File: config.mk
export PLATFORM = sky130hd
export DESIGN_NAME = pll_lock_sequencer_flat
export DESIGN_NICKNAME = d
export VERILOG_FILES = /design/src/rtl/pll_lock_sequencer_if.sv /design/src/rtl/pll_lock_sequencer.sv /design/src/flat_wrapper.sv
export SDC_FILE = /design/constraint.sdc
export NUM_CORES = 1
export LEC_CHECK = 0
export ABC_AREA = 1
export BUFFER_PORTS_ARGS = -buffer_cell sky130_fd_sc_hd__buf_2
export CAP_MARGIN = 10
export CORE_MARGIN = 4
export CORE_UTILIZATION = 44
export CTS_CLUSTER_SIZE = 16
export DETAILED_ROUTE_END_ITERATION = 6
export PLACE_DENSITY_LB_ADDON = 0.08
export SETUP_SLACK_MARGIN = 0.4
export SLEW_MARGIN = 5
export SYNTH_ARGS = -nofsm -noshare
export SYNTH_HDL_FRONTEND = slang
export SYNTH_SLANG_ARGS = --single-unit
File: constraint.sdc
create_clock -name clk -period 3.5 [get_ports clk]
set_input_delay 0.35 -clock clk [delete_from_list [all_inputs] [get_ports clk]]
set_output_delay 0.35 -clock clk [all_outputs]
set_load 0.03 [all_outputs]
File: src/rtl/pll_lock_sequencer_if.sv
// Control/status bundle between the PLL lock sequencer and its PLL and system-reset consumers.
interface pll_lock_sequencer_if #(
  parameter int unsigned RTY_W = 4
);
  logic             enable;
  logic             pll_lock;
  logic             pll_rst;
  logic             sys_rst_n;
  logic             locked;
  logic             fail;
  logic [RTY_W-1:0] retry_cnt;
  logic [2:0]       state;

  modport master (
    input  enable, pll_lock,
    output pll_rst, sys_rst_n, locked, fail, retry_cnt, state
  );

  modport slave (
    output enable, pll_lock,
    input  pll_rst, sys_rst_n, locked, fail, retry_cnt, state
  );
endinterface

File: src/rtl/pll_lock_sequencer.sv
// Brings a PLL from reset to a filtered lock with timeout/retry, then gates the downstream reset.
// Runs on the PLL reference clock; all outputs are flops loaded from the next state.
module pll_lock_sequencer #(
  parameter int unsigned RST_CYCLES   = 16,
  parameter int unsigned LOCK_FILTER  = 64,
  parameter int unsigned LOCK_TIMEOUT = 4096,
  parameter int unsigned MAX_RETRY    = 3,
  parameter int unsigned CNT_W        = 16,
  parameter int unsigned RTY_W        = 4
) (
  input  logic                  clk,
  input  logic                  rst_n,
  pll_lock_sequencer_if.master  bus
);

  localparam logic [CNT_W-1:0] RST_LAST = CNT_W'(RST_CYCLES - 1);
  localparam logic [CNT_W-1:0] FLT_LAST = CNT_W'(LOCK_FILTER - 1);
  localparam logic [CNT_W-1:0] TO_LAST  = CNT_W'(LOCK_TIMEOUT - 1);
  localparam logic [CNT_W-1:0] CNT_MAX  = '1;
  localparam logic [RTY_W-1:0] RTY_MAX  = RTY_W'(MAX_RETRY);

  typedef enum logic [2:0] {
    ST_IDLE      = 3'd0,
    ST_RESET     = 3'd1,
    ST_WAIT_LOCK = 3'd2,
    ST_FILTER    = 3'd3,
    ST_RUN       = 3'd4,
    ST_FAILED    = 3'd5
  } state_e;

  state_e           state_q, state_d;
  logic [CNT_W-1:0] rcnt_q, rcnt_d;
  logic [CNT_W-1:0] tcnt_q, tcnt_d;
  logic [CNT_W-1:0] fcnt_q, fcnt_d;
  logic [RTY_W-1:0] retry_q, retry_d;
  logic [1:0]       lock_sync_q;
  logic             lock_s;
  logic             timeout;
  logic             pll_rst_q, sys_rst_n_q, locked_q, fail_q;

  function automatic logic [CNT_W-1:0] sat_inc(input logic [CNT_W-1:0] v);
    return (v == CNT_MAX) ? v : v + CNT_W'(1);
  endfunction

  // Two-flop synchronizer for the asynchronous PLL lock indication
  always_ff @(posedge clk or negedge rst_n) begin
    if (!rst_n) lock_sync_q <= 2'b00;
    else        lock_sync_q <= {lock_sync_q[0], bus.pll_lock};
  end

  assign lock_s = lock_sync_q[1];

  always_ff @(posedge clk or negedge rst_n) begin
    if (!rst_n) begin
      state_q     <= ST_IDLE;
      rcnt_q      <= '0;
      tcnt_q      <= '0;
      fcnt_q      <= '0;
      retry_q     <= '0;
      pll_rst_q   <= 1'b1;
      sys_rst_n_q <= 1'b0;
      locked_q    <= 1'b0;
      fail_q      <= 1'b0;
    end else begin
      state_q     <= state_d;
      rcnt_q      <= rcnt_d;
      tcnt_q      <= tcnt_d;
      fcnt_q      <= fcnt_d;
      retry_q     <= retry_d;
      pll_rst_q   <= (state_d == ST_IDLE) || (state_d == ST_RESET) || (state_d == ST_FAILED);
      sys_rst_n_q <= (state_d == ST_RUN);
      locked_q    <= (state_d == ST_RUN);
      fail_q      <= (state_d == ST_FAILED);
    end
  end

  // Next state and counters; ENABLE low wins over everything else
  always_comb begin
    state_d = state_q;
    rcnt_d  = rcnt_q;
    tcnt_d  = tcnt_q;
    fcnt_d  = fcnt_q;
    retry_d = retry_q;
    timeout = 1'b0;

    if (!bus.enable) begin
      state_d = ST_IDLE;
      rcnt_d  = '0;
      tcnt_d  = '0;
      fcnt_d  = '0;
      retry_d = '0;
    end else begin
      unique case (state_q)
        ST_IDLE: begin
          state_d = ST_RESET;
          rcnt_d  = '0;
          retry_d = '0;
        end
        ST_RESET: begin
          rcnt_d = sat_inc(rcnt_q);
          if (rcnt_q >= RST_LAST) begin
            state_d = ST_WAIT_LOCK;
            tcnt_d  = '0;
          end
        end
        ST_WAIT_LOCK: begin
          tcnt_d = sat_inc(tcnt_q);
          if (lock_s) begin
            state_d = ST_FILTER;
            fcnt_d  = '0;
          end else if (tcnt_q >= TO_LAST) begin
            timeout = 1'b1;
          end
        end
        ST_FILTER: begin
          // Timeout budget spans both lock-wait and filtering, so tcnt survives aborts
          tcnt_d = sat_inc(tcnt_q);
          if (tcnt_q >= TO_LAST) begin
            timeout = 1'b1;
          end else if (!lock_s) begin
            state_d = ST_WAIT_LOCK;
            fcnt_d  = '0;
          end else if (fcnt_q >= FLT_LAST) begin
            state_d = ST_RUN;
          end else begin
            fcnt_d = sat_inc(fcnt_q);
          end
        end
        ST_RUN: begin
          if (!lock_s) begin
            state_d = ST_RESET;
            rcnt_d  = '0;
            retry_d = '0;
          end
        end
        ST_FAILED: begin
          state_d = ST_FAILED;
        end
        default: begin
          state_d = ST_IDLE;
          rcnt_d  = '0;
          tcnt_d  = '0;
          fcnt_d  = '0;
          retry_d = '0;
        end
      endcase

      if (timeout) begin
        if (retry_q >= RTY_MAX) begin
          state_d = ST_FAILED;
        end else begin
          state_d = ST_RESET;
          rcnt_d  = '0;
          retry_d = retry_q + RTY_W'(1);
        end
      end
    end
  end

  assign bus.pll_rst   = pll_rst_q;
  assign bus.sys_rst_n = sys_rst_n_q;
  assign bus.locked    = locked_q;
  assign bus.fail      = fail_q;
  assign bus.retry_cnt = retry_q;
  assign bus.state     = state_q;

endmodule

File: src/flat_wrapper.sv
// flat-port wrapper written by rule: the top's interface ports become plain ports
module pll_lock_sequencer_flat 
#(
  parameter int unsigned RST_CYCLES   = 16,
  parameter int unsigned LOCK_FILTER  = 64,
  parameter int unsigned LOCK_TIMEOUT = 4096,
  parameter int unsigned MAX_RETRY    = 3,
  parameter int unsigned CNT_W        = 16,
  parameter int unsigned RTY_W        = 4
)
  (clk, rst_n, bus_enable, bus_pll_lock, bus_pll_rst, bus_sys_rst_n, bus_locked, bus_fail, bus_retry_cnt, bus_state);
  pll_lock_sequencer_if #(.RTY_W(RTY_W)) bus_i ();
  input  logic clk;
  input  logic rst_n;
  input wire logic [$bits(bus_i.enable)-1:0] bus_enable;
  input wire logic [$bits(bus_i.pll_lock)-1:0] bus_pll_lock;
  output wire logic [$bits(bus_i.pll_rst)-1:0] bus_pll_rst;
  output wire logic [$bits(bus_i.sys_rst_n)-1:0] bus_sys_rst_n;
  output wire logic [$bits(bus_i.locked)-1:0] bus_locked;
  output wire logic [$bits(bus_i.fail)-1:0] bus_fail;
  output wire logic [$bits(bus_i.retry_cnt)-1:0] bus_retry_cnt;
  output wire logic [$bits(bus_i.state)-1:0] bus_state;
  assign bus_i.enable = bus_enable;
  assign bus_i.pll_lock = bus_pll_lock;
  assign bus_pll_rst = bus_i.pll_rst;
  assign bus_sys_rst_n = bus_i.sys_rst_n;
  assign bus_locked = bus_i.locked;
  assign bus_fail = bus_i.fail;
  assign bus_retry_cnt = bus_i.retry_cnt;
  assign bus_state = bus_i.state;
  pll_lock_sequencer #(.RST_CYCLES(RST_CYCLES), .LOCK_FILTER(LOCK_FILTER), .LOCK_TIMEOUT(LOCK_TIMEOUT), .MAX_RETRY(MAX_RETRY), .CNT_W(CNT_W), .RTY_W(RTY_W)) u_core (.clk(clk), .rst_n(rst_n), .bus(bus_i));
endmodule
==> impl_metrics.ini, run 1 <==
[synth]
synthAdderAreaFrac_pct = 1.47
synth_top_family_by_area = simple AND/OR/NAND/NOR gates
synth_simple_gate_area_share_pct = 30.0
synth.area.mux_share_pct = 0
synth_seq_cells = 60
synthCells = 457
syn_area_mm2 = 0.00341
ys_warn_count = 0
syn-num-nets = 465
synth_cell_types = 36
synthXorXnorAreaFrac_pct = 1.80
avgSynthCellArea_um2 = 7.46
ys_seq_area_share_pct = 44.1
synth_compound_gate_area_share_pct = 13.9

[die]
die_y_um = 96.0
die_area_mm2 = 0.00922
placeableCoreArea_mm2 = 0.00741
die_width_um = 96.0
core.rowCount = 31
initial_utilization_pct = 46.0
design.portCount = 15

[setup_path]
crit_slowest_cell = dfrtp_1
arrival_ps = 2420
cp-startpoint = u_core.rcnt_q[0]$_DFF_PN0_
crit_type = reg2reg
r2r_start = u_core.rcnt_q[0]$_DFF_PN0_
cp-start-kind = register
cp.required_ps = 3730
ff2ff_path_depth = 10
rrSetupSlack_ps = 1300
endpoint = u_core.tcnt_q[2]$_DFFE_PN0P_
reg2reg_to = u_core.tcnt_q[2]$_DFFE_PN0P_
end_kind = register
crit_chain = ha_1 -> nand2_1 -> nor2_2 -> nor2_1 -> nand4_1 -> nand3_2 -> inv_2 -> nand3_1 -> o21ai_0 -> nor2_1
path_common_cell = nor2_1
cpPeakStageDelay_ps = 460
crit_fanout = 18

[power_and_ir_drop]
max-vdd-ir-drop_mv = 0.193
leakagePower_uw = 0.00171
p_per_area_mw_per_mm2 = 386

[placement]
port_buffers = 14
dp_hpwl_um = 5420
dpl_cell_area_mm2 = 0.00357
gp_congestion = 0.916

[final_layout]
finalInstanceArea_mm2 = 0.00378
fillers = 752
final_nets = 484
area_growth_pct = 11.0
insertedDiodeCount = 0
drive_gt1_share_pct = 10.2

[route]
wire_per_inst_um = 12.6
ant_nets = 0
via_per_inst = 5.11
routed_wl_um = 7330
first_pass_iters = 4
dr_total_vias = 2961
drc = 0
drt_iter0_drc = 159

[sta]
finalCritPeriodShare_pct = 62.8
slew_headroom_pct = 55.7
report.final.slew_viol_count = 0
worst_pin_slew_ps = 665
fin_hold_ws_ps = 43.3
hold_violations = 0
setup_tns_ps = 0
fin_crit_ps = 2200
setup_violations = 0
rsz0062_at_grt = false
fin_skew_ps = 7.59
max_freq_mhz = 455

[cts]
root_buffer = clkbuf_8
cts_made_buffers = 9
clk_path_buf_depth = 2
cts_tree = yes
cts.sink_count = 60
clk_latency_ps = 340
htreeDepth = 3
hold_buffers = 0
clkSlewWorstSetupHoldPaths_ps = 70
cts-resized-gates = 0
post_cts.repair.setup_buffers = 0

[global_route]
gr-total-overflow = 0
antenna_found_initial = 0
grt_pass1_vias = 2722
grt_pass1_wl_um = 12700
grt_usage_pct = 17.8
grt_start_max_net_pins = 30

[outcome]
status = finished clean

[min_path]
min_path_type = in2async

[job]
cap_violations = 0
placed cells by master, fill, tap and decap left out, drive strengths merged:
| cell | n |
|---|---|
| a211oi | 1 |
| a21o | 1 |
| a21oi | 44 |
| a22oi | 1 |
| and3 | 1 |
| buf | 17 |
| bufinv | 2 |
| clkbuf | 11 |
| clkinv | 3 |
| dfrtp | 59 |
| dfstp | 1 |
| ha | 4 |
| inv | 64 |
| nand2 | 87 |
| nand3 | 32 |
| nand3b | 2 |
| nand4 | 13 |
| nor2 | 74 |
| nor3 | 15 |
| o211ai | 6 |
| o21ai | 32 |
| o22ai | 2 |
| o31ai | 1 |
| or2 | 1 |
| xor2 | 7 |
critical path: cells and delay by family (launching register included):
| kind | cells | cell delay (ps) |
|---|---|---|
| AOI/OAI and AO/OA | 1 | 80 |
| adders and majority gates | 1 | 280 |
| buffers and inverters | 1 | 350 |
| DFF | 1 | 460 |
| and+or+nand+nor | 7 | 910 |
flip-flops by register name, indices dropped and copies added, names as in the netlist:
register / count
u_core.fcnt_q: 16
u_core.rcnt_q: 16
u_core.tcnt_q: 16
u_core.bus.retry_cnt: 4
u_core.bus.state: 3
u_core.lock_sync_q: 2
u_core.bus.fail: 1
u_core.bus.pll_rst: 1
u_core.bus.sys_rst_n: 1
report_power, final:
group	leakage [uW]	switching, uW	internal (uW)
clock network	0.000113	268	417
registers	0.000828	3.09	696
logic	0.000767	59.8	15.9
total	0.00171	331	1130
routing by layer:
| layer | track usage (%) | up-vias | part of all wire (%) |
|---|---|---|---|
| li1 | - | 1529 | - |
| met1 | 26.7 | 1387 | 54 |
| met2 | 25.0 | 36 | 41 |
| met3 | 3.28 | 9 | 2.9 |
| met4 | 7.46 | 0 | 1.9 |
| met5 | 0 | - | 0 |
kinds of logic after synthesis:
family,after synthesis
buffers and inverters,73
AOI/OAI and AO/OA,88
DFF,60
and+or+nand+nor,225
xor gates and xnor gates,7
adders and majority gates,4
Yosys cell counts:
master / number / area (um^2)
nor2_2: 1 / 6.26
nand2_1: 85 / 319
nor2_1: 68 / 255
and3_1: 1 / 6.26
o211ai_1: 5 / 37.5
buf_6: 2 / 22.5
nand2_2: 1 / 6.26
nand2_4: 1 / 11.3
nor2_4: 4 / 45.0
nand3b_1: 2 / 15.0
nor3_1: 14 / 70.1
a21o_1: 1 / 7.51
buf_2: 3 / 15.0
o31ai_1: 1 / 7.51
inv_2: 3 / 11.3
nand3_2: 2 / 20.0
inv_4: 1 / 6.26
o22ai_1: 2 / 12.5
nor3_2: 1 / 10.0
or2_1: 1 / 6.26
nor2_8: 1 / 20.0
o21ai_1: 4 / 20.0
nand3_1: 30 / 150
buf_4: 1 / 7.51
a21oi_1: 44 / 220
dfrtp_1: 59 / 1480
xor2_1: 7 / 61.3
ha_1: 4 / 50.1
a22oi_1: 1 / 7.51
o21ai_0: 28 / 140
nand4_1: 13 / 81.3
a211oi_1: 1 / 7.51
o211ai_2: 1 / 12.5
dfstp_2: 1 / 26.3
clkbuf_1: 3 / 11.3
inv_1: 60 / 225
through the flow:
step	power, uW	instances	setup slack [ps]	util [%]
floorplan	760	457	1770	-
global placement	789	564	1350	48.2
detailed placement	789	564	1330	48.2
CTS	1480	580	1320	51.1
global route	1520	580	1030	51.1
finish	1460	580	1300	51.1
cell type report:
cell class	instances	area, um^2	share of cell area [%]
Clock inverter	5	75.1	1.98
Multi-Input combinational cell	324	1610	42.4
Clock buffer	11	141	3.74
Inverter	64	243	6.41
Timing Repair Buffer	17	92.6	2.45
Sequential cell	60	1500	39.7
Tap cell	99	124	3.27
worst min path at each step:
stage	to	from	cells after the start	slack (ps)
2_1_floorplan	u_core.bus.fail$_DFF_PN0_	rst_n	0	50
5_1_grt	u_core.rcnt_q[9]$_DFF_PN0_	rst_n	1	100
3_5_place_dp	u_core.lock_sync_q[1]$_DFF_PN0_	u_core.lock_sync_q[0]$_DFF_PN0_	0	360
3_3_place_gp	u_core.lock_sync_q[1]$_DFF_PN0_	u_core.lock_sync_q[0]$_DFF_PN0_	0	330
4_1_cts	u_core.rcnt_q[6]$_DFF_PN0_	rst_n	1	60
6_report	u_core.rcnt_q[6]$_DFF_PN0_	rst_n	1	40
Power figures use the tool's default switching activity.
==> run 2, diff against run 1 <==
- clock period: 3.5 -> 2.1 ns (I/O delays scaled with it)
==> impl_metrics.ini, run 2 (synthesis results as in run 1) <==
[outcome]
status = finished clean

[placement]
preCtsSetupSlack_ps = 176
dp_hpwl_um = 5860
port_buffers = 14
gp_congestion = 0.863

[die]
die_y_um = 96.0
core.rowCount = 31
design.portCount = 15
initial_utilization_pct = 46.0
die_width_um = 96.0
placeableCoreArea_mm2 = 0.00741
die_area_mm2 = 0.00922

[global_route]
grt_pass1_wl_um = 14100
gr-total-overflow = 0
grt_start_max_net_pins = 23
grt_usage_pct = 19.5
grt_pass1_vias = 2967
antenna_found_initial = 0

[setup_path]
worst-path-buf-inv = 1
crit_chain = ha_4 -> nand2_4 -> nor2_4 -> nor2_4 -> nand4_1 -> nand3_4 -> clkbuf_16 -> nor2_1 -> a21oi_1
crit_type = reg2reg
crit_family = simple AND/OR/NAND/NOR gates
cp-start-kind = register
crit_fanout = 7
cpPeakStageDelay_ps = 410
arrival_ps = 1960
crit_slowest_cell = dfrtp_1
cp.required_ps = 2320
path_common_cell = nor2_4
end_kind = register

[sta]
fin_crit_ps = 1750
fin_skew_ps = 8.04
worst_pin_slew_ps = 475
max_freq_mhz = 573
hold_violations = 0
setup_violations = 0
rsz0062_at_grt = true
finalCritPeriodShare_pct = 83.1
final.setup.worst_slack_ps = 354
setup_tns_ps = 0
report.final.slew_viol_count = 0
slew_headroom_pct = 68.3

[route]
wire_per_inst_um = 14.3
first_pass_iters = 4
drc = 0
ant_nets = 0
via_per_inst = 5.22
drt_iter0_drc = 161
dr_total_vias = 3200
routed_wl_um = 8770

[cts]
root_buffer = clkbuf_8
cts.sink_count = 60
htreeDepth = 3
clk_path_buf_depth = 2
cts_tree = yes
cts_made_buffers = 9
clkSlewWorstSetupHoldPaths_ps = 70
clk_latency_ps = 340

[final_layout]
insertedDiodeCount = 0
area_growth_pct = 27.7
final_common_cell = nand2_1
drive_gt1_share_pct = 25.3
reg_top3 = u_core.fcnt_q x16, u_core.rcnt_q x16, u_core.tcnt_q x16
final_cell_mix = nand2_1, inv_1, nor2_1, dfrtp_1, a21oi_1
final_nets = 517

[min_path]
min_path_type = in2reg

[power_and_ir_drop]
internal_power_uw = 1840
combinationalPowerShare_pct = 7.9
p_per_area_mw_per_mm2 = 561
max-vdd-ir-drop_mv = 0.365
p_sw_share_pct = 24.8
power.switching_uw = 606
p_seq_share_pct = 47.8
clockPowerShare_pct = 44.3
leakagePower_uw = 0.00195
totalPowerFinal_uw = 2440

[job]
cap_violations = 0
==> run 2: cell types whose count changed in the layout (fill, tap and decap cells not counted), moves of 4 or more <==
cell,delta
nand3_1,-5
nor2_4,+4
buf_4,+25
dfrtp_2,+4
nand2_2,+10
nor3_1,-4
a21oi_1,-8
a21oi_2,+6
nor2_1,-10
o21ai_0,-7
o21ai_1,+5
dfrtp_1,-4
nand2_1,-12
nor2_2,+6
==> run 2: final timing paths <==
kind                                                  from                                end  slack (ps)  cells past startpoint
setup / recovery                u_core.rcnt_q[1]$_DFF_PN0_       u_core.tcnt_q[7]$_DFFE_PN0P_         350                      9
setup reg to reg                u_core.rcnt_q[1]$_DFF_PN0_       u_core.tcnt_q[7]$_DFFE_PN0P_         350                      9
max in group asynchronous                            rst_n      u_core.tcnt_q[12]$_DFFE_PN0P_        1070                      3
hold / removal                                  bus_enable  u_core.bus.retry_cnt[2]$_DFF_PN0_         310                      4
min in group asynchronous                            rst_n      u_core.fcnt_q[11]$_DFFE_PN0P_         360                      2
hold reg to reg            u_core.lock_sync_q[0]$_DFF_PN0_    u_core.lock_sync_q[1]$_DFF_PN0_         350                      0
==> run 2: through the flow <==
stage          instances  hold WS, ps  util (%)  cell area [um^2]
2_1_floorplan        457        -85.6         -              3410
3_3_place_gp         575          188      49.5              3670
3_5_place_dp         575          195      49.5              3670
4_1_cts              599          290      53.9              3990
5_1_grt              613          304      58.7              4350
6_report             613          306      58.7              4350
==> run 2: per-layer routing <==
layer,global-route usage [%],up-vias,routed length (um)
met5,0,-,0
met4,7.11,0,170
met3,3.75,18,375
met2,29.3,74,4100
met1,27.7,1508,4120
li1,-,1600,-
==> run 2: repair_timing <==
action	in CTS	in global routing
hold buffers	2	0
buffers inserted	6	12
gates cloned	0	2
setup endpoints to repair	55	55
hold endpoints to repair	18	0
pin swaps	9	20
gates resized for setup	15	66
==> run 2: area by class of cell <==
class                      instances  area [um^2]
inverter                          64          255
timing repair buffer              49          397
clock buffer                      12          155
timing repair inverter             1         6.26
fill                             667         3060
clock inverter                     4         47.5
multi-input combinational        324         1860
tap                               99          124
sequential                        60         1510
==> run 2: power by group through the flow <==
stage | sequential (uW) | clock, uW | combinational (uW)
after floorplan | 1190 | 0 | 78.8
after global placement | 1190 | 0 | 143
after detailed placement | 1190 | 0 | 143
after CTS | 1160 | 1110 | 154
after global routing | 1170 | 1170 | 214
final | 1170 | 1080 | 193
==> run 2: worst reg2reg max path: stages (launching register included) <==
cell       delay, ps
dfrtp_1          410
ha_4             180
nand2_4           70
nor2_4           180
nor2_4            60
nand4_1          140
nand3_4          180
clkbuf_16        220
nor2_1           130
a21oi_1           60
==> run 3, diff against run 2 <==
- clock period: 2.1 -> 1.45 ns (I/O delays scaled with it)
==> impl_metrics.ini, run 3 (synthesis results as in run 1) <==
[outcome]
status = complete, but fails checks
violations = negative setup slack

[job]
cap_violations = 0

[sta]
final.setup.worst_slack_ps = -257
worst_pin_slew_ps = 388
fin_skew_ps = 7.62
setup_violations = 56
slew_headroom_pct = 74.1
hold_violations = 0
finalCritPeriodShare_pct = 118
max_freq_mhz = 586
report.final.slew_viol_count = 0
fin_crit_ps = 1710
rsz0062_at_grt = true

[global_route]
grt_pass1_vias = 3478
grt_pass1_wl_um = 15800
grt.busiest_layer = met2
use_met1_pct = 28.5
antenna_found_initial = 0
grt_start_max_net_pins = 31
gr-total-overflow = 0
grt_util_met3_pct = 4.77
grt_use_met2_pct = 35.9
grt_usage_pct = 22.0

[final_layout]
final_nets = 608
reg_top3 = u_core.fcnt_q x16, u_core.rcnt_q x16, u_core.tcnt_q x16
insertedDiodeCount = 0
final_cell_mix = buf_4, nand2_1, dfrtp_1, inv_1, nor2_1
final_common_cell = buf_4
drive_gt1_share_pct = 45.0
layout.cells.non_filler = 704
fillers = 542
finalInstanceArea_mm2 = 0.00538
area_growth_pct = 58.0
fin_util_pct = 72.7

[cts]
cts.sink_count = 60
clk_path_buf_depth = 2
htreeDepth = 3
clk_latency_ps = 350
clkSlewWorstSetupHoldPaths_ps = 70
cts_made_buffers = 9
cts_tree = yes
root_buffer = clkbuf_8

[setup_path]
r2r_start = u_core.tcnt_q[1]$_DFFE_PN0P_
reg2reg_to = u_core.fcnt_q[11]$_DFFE_PN0P_
cp.required_ps = 1730
arrival_ps = 1990
end_kind = register
crit_type = reg2reg
crit_fanout = 8
cp-start-kind = register
rrSetupSlack_ps = -260
ff2ff_path_depth = 12

[power_and_ir_drop]
leakagePower_uw = 0.00246
totalPowerFinal_uw = 3580
p_per_area_mw_per_mm2 = 665
max-vdd-ir-drop_mv = 0.478

[route]
ant_nets = 0
drt_iter0_drc = 147
routed_wl_um = 9880
drc = 0
via_per_inst = 5.15
dr_total_vias = 3629
wire_per_inst_um = 14.0
first_pass_iters = 4

[placement]
dp_hpwl_um = 6580
dpl_cell_area_mm2 = 0.00441
port_buffers = 14
gp_congestion = 0.851
dp_cells = 666

[die]
die_area_mm2 = 0.00922
initial_utilization_pct = 46.0
die_y_um = 96.0
core.rowCount = 31
placeableCoreArea_mm2 = 0.00741
die_width_um = 96.0
design.portCount = 15

[min_path]
min_path_type = in2reg
hold_depth = 4
min_to = u_core.fcnt_q[4]$_DFFE_PN0P_
min_from = bus_enable
-- run 3: cell types whose count changed in the layout (fill, tap and decap cells not counted), sizes merged --
cell,before,now
buf,46,137
clkbuf,13,10
clkinv,2,5
clkinvlp,1,2
inv,65,64
-- run 3: worst max-delay path by stage --
| stage | endpoint | slack (ps) | startpoint |
|---|---|---|---|
| finish | u_core.fcnt_q[11]$_DFFE_PN0P_ | -260 | u_core.tcnt_q[1]$_DFFE_PN0P_ |
| global route | u_core.fcnt_q[2]$_DFFE_PN0P_ | -390 | u_core.tcnt_q[1]$_DFFE_PN0P_ |
| CTS | u_core.bus.retry_cnt[0]$_DFF_PN0_ | -190 | u_core.tcnt_q[1]$_DFFE_PN0P_ |
| detailed placement | u_core.fcnt_q[4]$_DFFE_PN0P_ | -230 | u_core.tcnt_q[1]$_DFFE_PN0P_ |
| global placement | u_core.rcnt_q[15]$_DFF_PN0_ | -230 | u_core.bus.state[0]$_DFF_PN0_ |
| floorplan | u_core.fcnt_q[14]$_DFFE_PN0P_ | -150 | u_core.tcnt_q[0]$_DFFE_PN0P_ |
-- run 3: critical path, stage by stage (launching register included) --
cell,delay [ps]
dfrtp_1,350
ha_2,190
nand2_2,60
nor2_4,120
nand2_4,80
o21ai_4,220
nand2_2,100
nand2_2,80
nand2_4,70
nand2_8,110
buf_12,120
inv_8,50
nor2_2,80
-- run 3: per-layer routing --
layer | part of all wire (%) | wire (um)
met2 | 51 | 5030
met1 | 44 | 4320
met3 | 3.8 | 373
met4 | 1.6 | 163
met5 | 0 | 0
-- run 3: stage by stage --
step	worst slack, ps	TNS [ps]	hold slack, ps
2_1_floorplan	-153	-5240	-151
3_3_place_gp	-231	-5800	87.4
3_5_place_dp	-233	-7370	90.2
4_1_cts	-186	-6720	214
5_1_grt	-388	-15510	225
6_report	-257	-9650	225
-- run 3: cell type report --
cell class | instances | area [um^2] | area share [%]
Sequential cell | 60 | 1510 | 28.0
Clock buffer | 10 | 128 | 2.37
Inverter | 64 | 267 | 4.95
Multi-Input combinational cell | 324 | 2090 | 38.8
Timing Repair Buffer | 139 | 1180 | 22.0
Clock inverter | 6 | 65.1 | 1.21
Timing Repair inverter | 2 | 20.0 | 0.372
Tap cell | 99 | 124 | 2.30
-- run 3: timing repair --
item	in CTS	in global routing
resized for setup	89	82
cloned	0	2
hold endpoints to repair	12	0
setup buffers	7	11
pin swaps	10	18
hold buffers	2	0
setup endpoints to repair	68	69
-- run 3: power by group --
part / internal (uW) / total (uW) / switching (uW) / leakage (uW)
registers: 1680 / 1690 / 6.43 / 0.000824
clock network: 793 / 1520 / 723 / 0.0000962
logic: 156 / 379 / 223 / 0.00154
